===== config.mk =====
export PLATFORM = sky130hd
export DESIGN_NAME = pwm_synth_multi
export DESIGN_NICKNAME = d
export VERILOG_FILES = /design/src/rtl/pwm_synth_multi.sv
export SDC_FILE = /design/constraint.sdc
export NUM_CORES = 1
export LEC_CHECK = 0
export ABC_CLOCK_PERIOD_IN_PS = 9300
export CORE_UTILIZATION = 40
export CTS_BUF_LIST = sky130_fd_sc_hd__clkbuf_16
export DETAILED_ROUTE_END_ITERATION = 8
export GPL_TIMING_DRIVEN = 0
export MAX_ROUTING_LAYER = met4
export PLACE_DENSITY = 0.63
export SYNTH_ARGS = -nofsm -noshare
export SYNTH_HDL_FRONTEND = slang
export SYNTH_SLANG_ARGS = --single-unit

===== constraint.sdc =====
create_clock -name clk -period 9.3 [get_ports clk]
set_input_delay 2.79 -clock clk [delete_from_list [all_inputs] [get_ports clk]]
set_output_delay 2.79 -clock clk [all_outputs]
set_load 0.02 [all_outputs]

===== src/rtl/pwm_synth_multi.sv =====
// pwm_synth_multi: multi-voice PWM tone synthesiser.
// Each voice runs its own phase accumulator and waveform generator.
// The voice samples are volume-scaled, summed and averaged into one
// 8-bit mix sample. That sample sets the duty of a single PWM carrier,
// and the duty is updated only at carrier period boundaries.
module pwm_synth_multi #(
    parameter int CHANNELS = 2,
    parameter int DIV_BITS = 12,
    parameter int PWM_BITS = 8
) (
    input  logic                         clk,
    input  logic                         rst,
    input  logic [CHANNELS-1:0]          enable,
    input  logic [CHANNELS*DIV_BITS-1:0] divider,
    input  logic [CHANNELS*2-1:0]        mode,
    input  logic [CHANNELS*4-1:0]        volume,
    output logic                         pwm,
    output logic                         period_start
);

    typedef enum logic [1:0] {
        WAVE_SINE     = 2'd0,
        WAVE_SQUARE   = 2'd1,
        WAVE_SAW      = 2'd2,
        WAVE_TRIANGLE = 2'd3
    } waveMode_e;

    localparam int LOG2CH = $clog2(CHANNELS);
    localparam int SUM_W  = 8 + LOG2CH;
    localparam logic [PWM_BITS-1:0] CNT_LAST = '1;

    logic [7:0]          phase_q [CHANNELS];
    logic [7:0]          phase_d [CHANNELS];
    logic [DIV_BITS-1:0] count_q [CHANNELS];
    logic [DIV_BITS-1:0] count_d [CHANNELS];
    logic [7:0]          wave    [CHANNELS];
    logic [7:0]          scaled  [CHANNELS];
    logic [SUM_W-1:0]    mixSum;
    logic [7:0]          mix_d;
    logic [7:0]          mix_q;
    logic [PWM_BITS-1:0] carrier_d;
    logic [PWM_BITS-1:0] carrier_q;
    logic [PWM_BITS-1:0] duty_d;
    logic [PWM_BITS-1:0] duty_q;
    logic                pwm_d;
    logic                pwm_q;
    logic                loadDuty;

    // First quadrant of round(127*sin(2*pi*k/256)) for k = 0..64; the
    // rest of the cycle is rebuilt by mirroring and negation.
    function automatic logic [6:0] sineQuarter(input logic [6:0] idx);
        logic [6:0] mag;
        case (idx)
            7'd0:    mag = 7'd0;
            7'd1:    mag = 7'd3;
            7'd2:    mag = 7'd6;
            7'd3:    mag = 7'd9;
            7'd4:    mag = 7'd12;
            7'd5:    mag = 7'd16;
            7'd6:    mag = 7'd19;
            7'd7:    mag = 7'd22;
            7'd8:    mag = 7'd25;
            7'd9:    mag = 7'd28;
            7'd10:   mag = 7'd31;
            7'd11:   mag = 7'd34;
            7'd12:   mag = 7'd37;
            7'd13:   mag = 7'd40;
            7'd14:   mag = 7'd43;
            7'd15:   mag = 7'd46;
            7'd16:   mag = 7'd49;
            7'd17:   mag = 7'd51;
            7'd18:   mag = 7'd54;
            7'd19:   mag = 7'd57;
            7'd20:   mag = 7'd60;
            7'd21:   mag = 7'd63;
            7'd22:   mag = 7'd65;
            7'd23:   mag = 7'd68;
            7'd24:   mag = 7'd71;
            7'd25:   mag = 7'd73;
            7'd26:   mag = 7'd76;
            7'd27:   mag = 7'd78;
            7'd28:   mag = 7'd81;
            7'd29:   mag = 7'd83;
            7'd30:   mag = 7'd85;
            7'd31:   mag = 7'd88;
            7'd32:   mag = 7'd90;
            7'd33:   mag = 7'd92;
            7'd34:   mag = 7'd94;
            7'd35:   mag = 7'd96;
            7'd36:   mag = 7'd98;
            7'd37:   mag = 7'd100;
            7'd38:   mag = 7'd102;
            7'd39:   mag = 7'd104;
            7'd40:   mag = 7'd106;
            7'd41:   mag = 7'd107;
            7'd42:   mag = 7'd109;
            7'd43:   mag = 7'd111;
            7'd44:   mag = 7'd112;
            7'd45:   mag = 7'd113;
            7'd46:   mag = 7'd115;
            7'd47:   mag = 7'd116;
            7'd48:   mag = 7'd117;
            7'd49:   mag = 7'd118;
            7'd50:   mag = 7'd120;
            7'd51:   mag = 7'd121;
            7'd52:   mag = 7'd122;
            7'd53:   mag = 7'd122;
            7'd54:   mag = 7'd123;
            7'd55:   mag = 7'd124;
            7'd56:   mag = 7'd125;
            7'd57:   mag = 7'd125;
            7'd58:   mag = 7'd126;
            7'd59:   mag = 7'd126;
            7'd60:   mag = 7'd126;
            default: mag = 7'd127;
        endcase
        return mag;
    endfunction

    // Unsigned 8-bit waveform value for a given phase. Sine mirrors the
    // quarter table about p=64 and flips sign in the second half-cycle.
    function automatic logic [7:0] waveValue(input logic [7:0] p, input waveMode_e sel);
        logic [6:0] q;
        logic [6:0] idx;
        logic [7:0] mag;
        logic [7:0] w;
        q   = p[6:0];
        idx = (q <= 7'd64) ? q : (7'd0 - q);
        mag = {1'b0, sineQuarter(idx)};
        case (sel)
            WAVE_SINE:   w = p[7] ? (8'd128 - mag) : (8'd128 + mag);
            WAVE_SQUARE: w = p[7] ? 8'd0 : 8'd255;
            WAVE_SAW:    w = p;
            default:     w = p[7] ? {~p[6:0], 1'b0} : {p[6:0], 1'b0};
        endcase
        return w;
    endfunction

    // Per-voice phase stepping: a reload of the divider each time the
    // down-counter expires, so a new divider only lands at the next reload.
    always_comb begin
        for (int n = 0; n < CHANNELS; n++) begin
            phase_d[n] = phase_q[n];
            count_d[n] = count_q[n];
            if (!enable[n]) begin
                phase_d[n] = '0;
                count_d[n] = '0;
            end else if (count_q[n] == '0) begin
                phase_d[n] = phase_q[n] + 8'd1;
                count_d[n] = divider[n*DIV_BITS +: DIV_BITS];
            end else begin
                count_d[n] = count_q[n] - DIV_BITS'(1);
            end
        end
    end

    // Waveform lookup and volume scaling; a disabled voice is forced silent
    // because its reset phase would otherwise still produce a sine midpoint.
    always_comb begin
        for (int n = 0; n < CHANNELS; n++) begin
            wave[n]   = waveValue(phase_q[n], waveMode_e'(mode[n*2 +: 2]));
            scaled[n] = enable[n]
                      ? 8'(({4'd0, wave[n]} * {8'd0, volume[n*4 +: 4]}) >> 4)
                      : 8'd0;
        end
    end

    // Exact sum of all voices, then divide by the voice count so the mix
    // always fits in 8 bits.
    always_comb begin
        mixSum = '0;
        for (int n = 0; n < CHANNELS; n++) begin
            mixSum = mixSum + SUM_W'(scaled[n]);
        end
        mix_d = 8'(mixSum >> LOG2CH);
    end

    // Carrier counter, boundary-only duty load and comparator.
    always_comb begin
        loadDuty  = (carrier_q == CNT_LAST);
        carrier_d = carrier_q + PWM_BITS'(1);
        duty_d    = loadDuty ? (PWM_BITS'(mix_q) << (PWM_BITS - 8)) : duty_q;
        pwm_d     = (carrier_q < duty_q);
    end

    // All state registers; reset wins over everything and aborts a period.
    always_ff @(posedge clk) begin
        if (rst) begin
            for (int n = 0; n < CHANNELS; n++) begin
                phase_q[n] <= '0;
                count_q[n] <= '0;
            end
            mix_q     <= '0;
            carrier_q <= '0;
            duty_q    <= '0;
            pwm_q     <= 1'b0;
        end else begin
            for (int n = 0; n < CHANNELS; n++) begin
                phase_q[n] <= phase_d[n];
                count_q[n] <= count_d[n];
            end
            mix_q     <= mix_d;
            carrier_q <= carrier_d;
            duty_q    <= duty_d;
            pwm_q     <= pwm_d;
        end
    end

    assign pwm          = pwm_q;
    assign period_start = loadDuty;

endmodule


==> impl_metrics.csv, run 1 <==
group,metric,value,unit
cts,cts-htree-levels,3,
critical_path,slowest_delay,540,ps
cells_and_area,drive_gt1_frac,0.1017,
critical_path,cp_data_arrival_time,9130,ps
critical_path,cpLargestDelayFamily,"compound AO/OA/AOI/OAI gates",
sta,setup_violations,0,
sta,worstMarginPinSlew,954.9,ps
synth,synth_edf_count,0,
cells_and_area,post-route-util,0.4672,
power_and_ir_drop,p_int,955.7,µW
place,portBuffers,38,
global_route,grt_usage,0.2137,
sta,finalCritPeriodShare,0.9593,
hold_path,hold_depth,1,
synth,yosysSeqAreaShare,0.1541,
critical_path,cp_num_cells,35,
detailed_routing,antenna_left,0,
critical_path,setup.worst_path.class,"flip-flop to flip-flop",
synth,syn_inst,1106,
cts,clock_sinks,65,
die,rows,52,
place,gp_congestion,0.9492,
cts,ctsHoldBuffers,0,
sta,finalWorstSetupSlack,378.3,ps
hold_path,worst_hold_path_type,"flip-flop to flip-flop",
synth,syn_area_per_cell,7.636,µm²
global_route,grt_overflow,0,
die,die_w,147.3,µm
cells_and_area,final_cell_mix,"114 x nor2_1, 75 x nand2_1, 71 x inv_1",
power_and_ir_drop,ir_drop,0.1561,mV
synth,synth_ff_type,"dfxtp_1",
power_and_ir_drop,total_power,1648,µW
synth,netlist_area,8446,µm²
critical_path,rr_startpoint,"phase_q[0][9]",
detailed_routing,drc,0,
cts,clkTransAtPathRegs,50,ps
outcome,status,"finished clean",
critical_path,reg2reg_setup_slack,380,ps
cells_and_area,final_nets,1284,
die,dieArea,21700,µm²
synth,ys_ff_latch,65,
synth,synthArstFlopShare,0,
cts,root_buffer,"clkbuf_16",
critical_path,cp_max_fo,13,
die,pin_count,42,
power_and_ir_drop,switching_share,0.4202,
global_route,grt_pass1_vias,7629,
synth,yosysWarnings,0,
die,core-area,20490,µm²
cts,cts_max_path_buffers,2,
critical_path,cp_num_buf_inv,6,
global_route,grt_first_pass_wirelength,37.31,mm
detailed_routing,dr.pass1.iters,5,
cts,clk_latency,330,ps
cells_and_area,final_common_cell,"nor2_1",
place,dp_hpwl,17.25,mm
detailed_routing,wl_per_cell,15.53,µm
cells_and_area,area_delta_synth_final,13.36,%
sta,max_slew_margin,0.3610,
place,dp_slack,-535.6,ps
critical_path,cp_data_required_time,9510,ps
power_and_ir_drop,p_sw,692.7,µW
cts,cts_made_buffers,9,
critical_path,end_kind,"flip-flop",
critical_path,cp_slowest_cell,"fa_1",
power_and_ir_drop,clkPwrFrac,0.212,
power_and_ir_drop,p_comb_frac,0.552,
detailed_routing,post_drt_via_cell_ratio,5.700,
cts,cts_tree,"done",
die,fp.dieH,147.3,µm
sta,max_freq,112.1,MHz
power_and_ir_drop,p_seq_frac,0.237,
critical_path,cpMostUsedCell,"ha_1",
detailed_routing,drtIter0Drc,560,
job,drv_cap,0,
synth,syn-num-nets,1235,
power_and_ir_drop,power_leakage,0.003971,µW
critical_path,r2r-end,"mix_q[6]",
sta,drv_slew,0,
synth,synthDistinctLibCells,104,
sta,finalClockSkew,6.551,ps
die,initial_core_util,0.4121,
hold_path,worstHoldEndpoint,"carrier_q[0]",
critical_path,worst-r2r-cell-count,35,
critical_path,start_kind,"flip-flop",
sta,period_minus_slack,8922,ps
power_and_ir_drop,p_per_area,172.2,nW/µm²
detailed_routing,vias,8156,
global_route,grt_start_max_net_pins,20,
global_route,grt_antenna_before_repair,1,
hold_path,hold_start,"carrier_q[0]",
detailed_routing,wl,22.23,mm
sta,hold_viol_final,0,
==> metrics by stage <==
stage,std cells,setup TNS (ps),instance area [µm²],hold WS (ps)
floorplan,1106,0,8446,425.2
global placement,1414,-1079,9164,445.5
detailed placement,1414,-1198,9164,456.1
CTS,1431,0,9522,468.0
global route,1431,-12.94,9574,498.9
finish,1431,0,9574,458.9
==> cell type report <==
| cell class | count | area [µm²] |
|---|---|---|
| Fill cell | 2033 | 10920 |
| Multi-Input combinational cell | 899 | 6619 |
| Sequential cell | 65 | 1309 |
| Timing Repair Buffer | 41 | 402.9 |
| Tap cell | 270 | 337.8 |
| Buffer | 62 | 296.5 |
| Inverter | 77 | 296.5 |
| Clock buffer | 9 | 225.2 |
| Clock inverter | 7 | 85.08 |
| Antenna cell | 1 | 2.502 |
==> registers in the layout, indices dropped and copies added, names as in the netlist <==
name and flops:
duty_q 8, pwm 1, phase_q 16, mix_q 8, carrier_q 8, count_q 24
==> synth_stat cells, types with 25 or more instances <==
cell type	n	share of area
xor2_1	25	0.026
nand2_1	75	0.033
o21ai_0	46	0.027
ha_1	66	0.098
and2_1	29	0.021
inv_1	74	0.033
clkbuf_1	33	0.015
dfxtp_1	65	0.15
nand2b_1	35	0.026
xnor2_1	31	0.032
nor3_1	43	0.025
nor2_1	114	0.051
nor2b_1	25	0.019
a21oi_1	54	0.032
==> power groups by stage <==
stage               clock network, µW  logic, µW  registers, µW
floorplan                           0        700            373
global placement                    0        878            387
detailed placement                  0        882            387
CTS                               356        902            383
global route                      369       1030            398
finish                            349        909            390
==> worst max-delay path by stage <==
stage	slack (ps)	startpoint	end
final	380	phase_q[0][9]	mix_q[6]
after global routing	-10	phase_q[0][0]	mix_q[6]
after CTS	30	phase_q[0][9]	mix_q[6]
after detailed placement	-540	phase_q[0][0]	mix_q[6]
after global placement	-520	phase_q[0][0]	mix_q[6]
after floorplan	630	phase_q[0][0]	mix_q[6]
==> layer usage <==
| metal | part of all wire | global-route usage |
|---|---|---|
| met2 | 0.45 | 0.3321 |
| met3 | 0.053 | 0.02702 |
| met1 | 0.48 | 0.2932 |
| met4 | 0.015 | 0.05000 |
| met5 | 0 | - |
==> what timing repair did <==
action,in CTS,in global routing
setup endpoints to repair,4,4
buffers inserted,2,1
pin swaps,0,1
gates resized for setup,7,15
hold endpoints to repair,0,0
==> cell families (layout without fill, tap and decap cells) <==
group	after synthesis	count (layout)	share of synthesized area
flip-flops	65	65	0.1541
AND/OR/NAND/NOR	450	450	0.2858
other	0	1	0
multiplexers	25	25	0.03022
XOR/XNOR	58	58	0.06193
adder cells (fa/ha/maj)	90	90	0.1535
buffers and inverters	142	196	0.07082
AO/OA/AOI/OAI	276	276	0.2437
Power figures use the tool's default switching activity.
==> inputs of run 2 (changes only) <==
HOLD_SLACK_MARGIN = 0.1   (was unset)
==> results of run 2 <==
Same layout as run 1: the final DEF is identical, and so are final timing and power.
==> variant, RTL diff (config.mk and constraints of run 2) <==
The parameter `CHANNELS` goes from 2 to 1.
--- a/src/rtl/pwm_synth_multi.sv
+++ b/src/rtl/pwm_synth_multi.sv
@@ -4,7 +4,7 @@
 // 8-bit mix sample. That sample sets the duty of a single PWM carrier,
 // and the duty is updated only at carrier period boundaries.
 module pwm_synth_multi #(
-    parameter int CHANNELS = 2,
+    parameter int CHANNELS = 1,
     parameter int DIV_BITS = 12,
     parameter int PWM_BITS = 8
 ) (
Interface: changed (resized divider, enable, mode and volume); port bits go from 42 to 23. No check against the original RTL was run, so the function may have changed too.
==> variant against run 2 <==
- final area is 47% lower
- sequential cell count decreased by 20
- highest routed layer unchanged
- clock skew is 0.0026 ns lower
- core utilization fell by 0.52 points
- routed wire length decreased by 45%
- area after synthesis shrank 47%
- total power fell by 51%
- worst setup slack improved by 0.66 ns
- via count shrank 45%
- sequential share of layout area rose by 4.2 points
==> variant: results (changes against run 2) <==
reg2reg start: phase_q[0][1]
share of cells above drive strength 1: 6.624% (-3.5 points)
routed length on met1: 5533 um (-48%)
Num CTS Buffers: 5 (-4)
Leak: 0.001962 uW (-51%)
Skew-Pair Late Insertion Delay: 0.28 ns (-0.05 ns)
Final HPWL DP: 9136 um (-47%)
met3 Usage GRT: 1.808% (-0.89 points)
Worst Path Max Fanout: 10 (-3)
sequential share of the synthesized area: 19.99% (+4.6 points)
Post-Place Setup Slack: 1.233 ns (+1.768 ns)
DP Area: 4891 um2 (-47%)
initial antenna violation count: 0 (-1)
Port-buffer cells: 21 (-45%)
Total GRT Usage: 22.43% (+1.1 points)
met3 WL: 759 um (-36%)
top cells by count, synth: 66 x nor2_1, 46 x inv_1, 45 x dfxtp_1, 40 x nand2_1, 33 x ha_1
worst r2r dst: mix_q[7]
met1 usage: 29.55% (+0.23 points)
Final period util: 88.80% (-7.1 points)
largest net degree at the start of global routing: 14 (-30%)
CP max-delay cell: dfxtp_1
run status: finished, final reports clean
synth unique cells: 81 (-22%)
antenna cells: 0 (-1)
Reg2Reg Setup Slack: 1.04 ns (+0.66 ns)
met2 global-route usage: 35.81% (+2.6 points)
Critical Path AT: 8.43 ns (-0.70 ns)
Initial DRC Count: 418 (-25%)
Final Skew: 0.003926 ns (-0.002625 ns)
Mapped Nets: 655 (-47%)
Final #Nets: 683 (-47%)
htree depth: 2 (-1)
Inst Count DP: 751 (-47%)
first-pass GRT wire length: 20400 um (-45%)
WL final: 12180 um (-45%)
worst reg-to-reg path cell count: 31 (-11%)
fin cells: 759 (-47%)
Final GP Congestion: 0.9680 (+2.0%)
worst slew pin tran: 0.8364 ns (-0.1185 ns)
hold slack: 0.4653 ns (+0.006441 ns)
cells after synthesis: 590 (-47%)
vias in the first global route: 4179 (-45%)
WL met2: 5614 um (-44%)
Setup Buffers After CTS: 0 (-2)
DR vias: 4450 (-45%)
peak supply drop: 0.1289 mV (-17%)
DR pass1 iterations: 5 (unchanged)
Largest register FFs: 12 (-50%)
slowest stage delay, CP: 0.56 ns (+0.02 ns)
-- variant: changes by cell type in the layout (fill, tap and decap cells not counted), moves of 24 or more --
cell / before / now
a21oi_1: 53 / 28
ha_1: 63 / 33
inv_1: 71 / 47
nand2_1: 75 / 40
nand2b_1: 35 / 10
nor2_1: 114 / 66
-- variant: worst max-delay path by stage --
stage / start / end / cells after the start
3_5_place_dp: phase_q[0][1] / mix_q[7] / 31
6_report: phase_q[0][1] / mix_q[7] / 31
5_1_grt: phase_q[0][1] / mix_q[7] / 31
4_1_cts: phase_q[0][1] / mix_q[7] / 31
3_3_place_gp: phase_q[0][1] / mix_q[7] / 31
2_1_floorplan: phase_q[0][1] / mix_q[7] / 31
-- variant: cell type report --
type	instances	area (um2)
Clock inverter	3	13.76
Buffer	33	143.9
Timing Repair Buffer	21	210.2
Multi-Input combinational cell	463	3277
Tap cell	140	175.2
Clock buffer	5	125.1
Inverter	49	183.9
Sequential cell	45	900.9
Fill cell	1100	5858
-- variant: report_power, final --
group          total [uW]  internal, uW  switching [uW]
Sequential            243           218            24.8
Combinational         399           166             233
Clock                 168          97.5            70.3
Total                 810           482             328
-- variant: worst max-delay path, delay by kind of cell, from the launching register on --
family                   cells  cell delay [ns]
AO/OA/AOI/OAI               11             2.95
XOR/XNOR                     1             0.15
buffers and inverters        7             1.18
flip-flops                   1             0.56
AND/OR/NAND/NOR              5             1.03
multiplexers                 1             0.36
adder cells (fa/ha/maj)      6             1.91
-- variant: cell families (layout without fill, tap and decap cells) --
kind of cell    after synthesis  count (layout)  share of synthesized area, %
simple gates                220             220                         24.74
compound gates              152             152                         23.88
buf+inv                      82             111                         7.276
fa+ha+maj                    45              45                         14.27
flops                        45              45                         19.99
xor+xnor                     28              28                         5.610
mux                          18              18                         4.221
